File: src/rtl/mem_read_arbiter.sv
// Round-robin arbiter sharing one main-memory read port between two cache controllers.
// One transaction at a time. A busy-cycle watchdog ends hung reads with an error response.
module mem_read_arbiter #(
    parameter int ADDR_W  = 32,
    parameter int DATA_W  = 64,
    parameter int TIMEOUT = 255
) (
    input  logic              clk,
    input  logic              rst_n,
    input  logic              req0_arvalid,
    input  logic [ADDR_W-1:0] req0_addr,
    output logic              req0_arready,
    output logic              req0_rvalid,
    output logic              req0_err,
    input  logic              req1_arvalid,
    input  logic [ADDR_W-1:0] req1_addr,
    output logic              req1_arready,
    output logic              req1_rvalid,
    output logic              req1_err,
    output logic [DATA_W-1:0] rsp_data,
    output logic              mem_arvalid,
    output logic [ADDR_W-1:0] mem_addr,
    input  logic [DATA_W-1:0] mem_data,
    input  logic              mem_rvalid,
    output logic              gnt_id,
    output logic [1:0]        dbg_state
);
    // Handshake: reqN_arvalid is a level held with a stable address until the
    // one-cycle reqN_arready pulse; reqN_rvalid is a one-cycle pulse qualified by reqN_err.
    typedef enum logic [1:0] {IDLE = 2'd0, BUSY = 2'd1, RESP = 2'd2} state_t;

    localparam int CNT_W = (TIMEOUT < 1) ? 1 : $clog2(TIMEOUT + 1);
    localparam logic [CNT_W-1:0] CNT_LAST = CNT_W'((TIMEOUT == 0) ? 0 : TIMEOUT - 1);

    state_t             state, state_nx;
    logic               last_grant, last_grant_nx;
    logic [CNT_W-1:0]   cnt, cnt_nx;
    logic               pick;
    logic               arready0_nx, arready1_nx, rvalid0_nx, rvalid1_nx, err0_nx, err1_nx;
    logic [DATA_W-1:0]  rsp_data_nx;
    logic               mem_arvalid_nx;
    logic [ADDR_W-1:0]  mem_addr_nx;
    logic               gnt_id_nx;

    assign dbg_state = state;

    always_comb begin
        state_nx       = state;
        last_grant_nx  = last_grant;
        cnt_nx         = cnt;
        pick           = 1'b0;
        arready0_nx    = 1'b0;
        arready1_nx    = 1'b0;
        rvalid0_nx     = 1'b0;
        rvalid1_nx     = 1'b0;
        err0_nx        = 1'b0;
        err1_nx        = 1'b0;
        rsp_data_nx    = rsp_data;
        mem_arvalid_nx = mem_arvalid;
        mem_addr_nx    = mem_addr;
        gnt_id_nx      = gnt_id;
        case (state)
            IDLE: begin
                if (req0_arvalid || req1_arvalid) begin
                    // On a tie the requester that did not win last time goes first.
                    pick           = (req0_arvalid && req1_arvalid) ? ~last_grant : req1_arvalid;
                    arready0_nx    = ~pick;
                    arready1_nx    = pick;
                    mem_arvalid_nx = 1'b1;
                    mem_addr_nx    = pick ? req1_addr : req0_addr;
                    gnt_id_nx      = pick;
                    last_grant_nx  = pick;
                    cnt_nx         = '0;
                    state_nx       = BUSY;
                end
            end
            BUSY: begin
                if (mem_rvalid) begin
                    rsp_data_nx    = mem_data;
                    rvalid0_nx     = ~gnt_id;
                    rvalid1_nx     = gnt_id;
                    mem_arvalid_nx = 1'b0;
                    state_nx       = RESP;
                end else if ((TIMEOUT != 0) && (cnt == CNT_LAST)) begin
                    rsp_data_nx    = '0;
                    rvalid0_nx     = ~gnt_id;
                    rvalid1_nx     = gnt_id;
                    err0_nx        = ~gnt_id;
                    err1_nx        = gnt_id;
                    mem_arvalid_nx = 1'b0;
                    state_nx       = RESP;
                end else if (cnt != {CNT_W{1'b1}}) begin
                    cnt_nx = cnt + CNT_W'(1);
                end
            end
            RESP:    state_nx = IDLE;
            default: state_nx = IDLE;
        endcase
    end

    always_ff @(posedge clk) begin
        if (rst_n) begin
            state        <= IDLE;
            last_grant   <= 1'b1;
            cnt          <= '0;
            req0_arready <= 1'b0;
            req1_arready <= 1'b0;
            req0_rvalid  <= 1'b0;
            req1_rvalid  <= 1'b0;
            req0_err     <= 1'b0;
            req1_err     <= 1'b0;
            rsp_data     <= '0;
            mem_arvalid  <= 1'b0;
            mem_addr     <= '0;
            gnt_id       <= 1'b0;
        end else begin
            state        <= state_nx;
            last_grant   <= last_grant_nx;
            cnt          <= cnt_nx;
            req0_arready <= arready0_nx;
            req1_arready <= arready1_nx;
            req0_rvalid  <= rvalid0_nx;
            req1_rvalid  <= rvalid1_nx;
            req0_err     <= err0_nx;
            req1_err     <= err1_nx;
            rsp_data     <= rsp_data_nx;
            mem_arvalid  <= mem_arvalid_nx;
            mem_addr     <= mem_addr_nx;
            gnt_id       <= gnt_id_nx;
        end
    end
endmodule

File: config.mk
export PLATFORM = sky130hd
export DESIGN_NAME = mem_read_arbiter
export DESIGN_NICKNAME = d
export VERILOG_FILES = /design/src/rtl/mem_read_arbiter.sv
export SDC_FILE = /design/constraint.sdc
export NUM_CORES = 1
export LEC_CHECK = 0
export ABC_AREA = 1
export BUFFER_PORTS_ARGS = -buffer_cell sky130_fd_sc_hd__buf_2
export CAP_MARGIN = 20
export CELL_PAD_IN_SITES_DETAIL_PLACEMENT = 0
export CELL_PAD_IN_SITES_GLOBAL_PLACEMENT = 1
export CORE_MARGIN = 1
export CORE_UTILIZATION = 27
export DETAILED_ROUTE_END_ITERATION = 10
export MAX_ROUTING_LAYER = met4
export PLACE_DENSITY_LB_ADDON = 0.1
export RECOVER_POWER = 50
export SYNTH_ARGS = -nofsm -noshare
export SYNTH_HDL_FRONTEND = slang
export SYNTH_SLANG_ARGS = --single-unit
File: constraint.sdc
create_clock -name clk -period 1.33 [get_ports clk]
set_input_delay 0.1995 -clock clk [delete_from_list [all_inputs] [get_ports clk]]
set_output_delay 0.1995 -clock clk [all_outputs]
set_load 0.01 [all_outputs]
==> Implementation_results.wiki <==
{| class="wikitable"
! Metric !! Value
|-
| Launch point of the worst reg-to-reg path || cnt[0]
|-
| Share of synthesized registers carrying an async set or reset || 0
|-
| Post-layout net count || 975
|-
| Violated checks || setup timing
|-
| Final period utilization || 1.05
|-
| Post-synthesis sequential area ratio || 0.527
|-
| Layout overhead on the synthesized area || 56.7%
|-
| Syn. warnings || 0
|-
| Via-to-Cell Ratio || 4.36
|-
| Least-Margin Pin Slew || 351 ps
|-
| Number of port buffers || 238
|-
| Category of the worst setup path capture point || flop
|-
| P_leak || 2.93 nW
|-
| Die footprint || 16700 um^2
|-
| Path type of the worst setup path || flop to flop
|-
| Commonest cells after routing, fill and taps aside || 173 x sky130_fd_sc_hd__nand2_1, 167 x sky130_fd_sc_hd__buf_2, 111 x sky130_fd_sc_hd__dfxtp_1, 73 x sky130_fd_sc_hd__clkbuf_1, 51 x sky130_fd_sc_hd__a21oi_1
|-
| Largest stage delay on the critical path || 330 ps
|-
| Floorplan die width || 129 um
|-
| Setup slack after layout || -68.4 ps
|-
| Maximum count of clock buffers along a single path || 2
|-
| Commonest non-fill, non-tap cell in the layout || sky130_fd_sc_hd__nand2_1
|-
| Syn Std Cell Area || 4370 um^2
|-
| Sum of negative setup slack || -1340 ps
|-
| Cell area power density || 1410 nW/um^2
|-
| Unrepaired setup endpoints after global routing || yes
|-
| Via count of the first global-routing pass || 4167
|-
| Post-route total power || 9.67 mW
|-
| Termination of the worst setup path || rsp_data[48]
|-
| Worst slack, placed || -55.8 ps
|-
| Ordered list of cells on the worst path || inv_2, ha_4, nand3_2, inv_2, nand2_4, nand2_4, nand2_8, buf_4, buf_6, nand2_1, a21oi_1
|-
| Effective utilization at floorplan || 0.276
|-
| Routed length per instance || 13.2 um
|-
| Biggest area contributors in the synthesized netlist || sky130_fd_sc_hd__dfxtp_1 53%, sky130_fd_sc_hd__nand2_1 16%, sky130_fd_sc_hd__a21oi_1 7.7%
|-
| Initial antenna violation count || 0
|-
| Run status || finished with violations
|-
| Yosys reg bits || 115
|-
| Diode insertion count for antenna repair || 0
|-
| Via count || 4650
|-
| Critical Path Start Type || flop
|-
| Final setup vio count || 60
|-
| Cell type with the largest total area after synthesis || sky130_fd_sc_hd__dfxtp_1
|-
| Routability congestion estimate || 0.739
|-
| Clock tree from TritonCTS || done
|-
| Length of the first detailed-routing pass in iterations || 4
|-
| Total congestion overflow || 0
|-
| Number of enable-type register cells in the synthesized netlist || 0
|-
| Maximum number of pins on one net before global-route repair || 42
|-
| Number of nets with antenna violations after routing || 0
|-
| Worst hold slack || 34.9 ps
|-
| FF-to-FF setup slack || -70 ps
|-
| Placed wire-length estimate after detailed placement || 9580 um
|-
| Number of design-rule violations left by the first detailed-router iteration || 185
|-
| Core box area || 15800 um^2
|-
| Share of post-route cells with drive strength above 1 || 0.340
|-
| FF-to-FF path depth || 11
|-
| Number of stages on the worst hold path || 3
|-
| Syn Nets || 712
|-
| CP Max Fanout || 5
|-
| Top-area cell type share of the netlist area || 0.527
|-
| Placement row count || 46
|-
| Final slew viol count || 0
|-
| Post-CTS clock slew at the launch and capture registers of the worst setup and hold paths || 50 ps
|-
| Cell type of the slowest stage on the worst timing path || sky130_fd_sc_hd__dfxtp_2
|-
| GRT Util Overall || 0.164
|-
| Clock latency at the later pin of the worst-skew pair || 410 ps
|-
| Required time at the endpoint of the critical path || 1610 ps
|-
| Number of library cell types mapped by synthesis || 24
|-
| Average footprint of a synthesized cell || 7.57 um^2
|-
| Worst clock skew on the final layout || 6.31 ps
|-
| Post-layout min period || 1400 ps
|-
| Post-synthesis cell count || 577
|-
| Arrival time at the worst endpoint || 1680 ps
|-
| Number of primary I/O pins || 239
|-
| Sum of routed wire length over all layers || 14100 um
|-
| Main synth FF type || sky130_fd_sc_hd__dfxtp_1
|-
| Highest clock rate || 715 MHz
|-
| Hold Vio Cnt, Final || 0
|-
| Peak VDD IR || 0.000826 V
|-
| Buffer cell driving the clock tree root || sky130_fd_sc_hd__clkbuf_16
|-
| Remaining DRCs || 0
|-
| Max-capacitance violation count || 0
|-
| Die Y-Extent || 129 um
|-
| Sink count of the clock tree || 115
|-
| Max transition margin || 0.766
|-
| Worst min path class || input pin to flop
|-
| Global-route wire length before repair || 20600 um
|-
| Worst R2R End || rsp_data[48]
|-
| H-tree lvl count || 4
|-
| Critical Path Source || cnt[0]
|-
| Num CTS Buffers || 17
|}
sequential cells by signal, indices dropped and copies added (netlist names):
signal        count
rsp_data         64
mem_addr         32
cnt               8
dbg_state         2
gnt_id            1
last_grant        1
mem_arvalid       1
req0_arready      1
req0_err          1
req0_rvalid       1
req1_arready      1
req1_err          1
req1_rvalid       1
layout make-up:
cell class / count / area [um^2]
well taps: 216 / 270
clock buffers: 25 / 515
fillers: 1681 / 8980
multi-input cells: 407 / 2000
flip-flops and latches: 115 / 2310
clock inverters: 4 / 47.5
repair buffers: 278 / 1620
inverters: 21 / 83.8
routing by layer:
layer / track usage / wire, um
met2: 0.259 / 6660
met5: - / 0
met3: 0.0636 / 1170
met1: 0.187 / 6100
met4: 0.0623 / 152
cells in the mapped netlist (all sizes together) (4+ instances only):
cell type  instances
inv               21
nor2              55
dfxtp            115
nand4              4
buf               21
a21oi             67
nand3             13
nand2            192
clkbuf            13
o21ai             68
worst max-delay path: cells and delay by family (launching register included):
| kind | cells | cell delay, ps |
|---|---|---|
| DFF | 1 | 330 |
| and+or+nand+nor | 5 | 350 |
| adders and majority gates | 1 | 120 |
| AOI/OAI and AO/OA | 1 | 50 |
| buffers and inverters | 4 | 420 |
power by group:
part           leakage (nW)  switching, mW  internal [mW]
Combinational          1.71          0.841          0.655
Sequential            0.942          0.138           3.71
Clock                 0.277           1.51           2.82
cell families (layout without fill, tap and decap cells):
group,after synthesis,in the layout,share of synthesized area
AND/OR/NAND/NOR,268,268,0.250
flip-flops,115,115,0.527
AO/OA/AOI/OAI,136,136,0.157
XOR/XNOR,1,1,0.00201
adder cells (fa/ha/maj),2,2,0.00573
buffers and inverters,55,328,0.0576
worst min path at each step:
| stage | startpoint | to | slack, ps |
|---|---|---|---|
| floorplan | mem_rvalid | req0_err | 280 |
| global placement | mem_rvalid | req0_err | 400 |
| detailed placement | mem_rvalid | req1_err | 400 |
| CTS | mem_data[55] | rsp_data[55] | 20 |
| global route | mem_data[25] | rsp_data[25] | 20 |
| finish | req1_addr[9] | mem_addr[9] | 30 |
through the flow:
| step | util | instance area [um^2] | cells |
|---|---|---|---|
| finish | 0.432 | 6840 | 1066 |
| CTS | 0.415 | 6570 | 1055 |
| global placement | 0.378 | 5980 | 1025 |
| global route | 0.432 | 6840 | 1066 |
| detailed placement | 0.378 | 5980 | 1025 |
| floorplan | - | 4370 | 577 |
repair_timing:
action | in CTS | in global routing
gates resized for setup | 4 | 53
hold endpoints to repair | 2 | 0
cloned | 0 | 6
endpoints found under the setup margin | 89 | 106
setup buffers | 0 | 5
hold buffers | 1 | 0
pin swaps | 0 | 2
(Power assumes the default switching activity.)
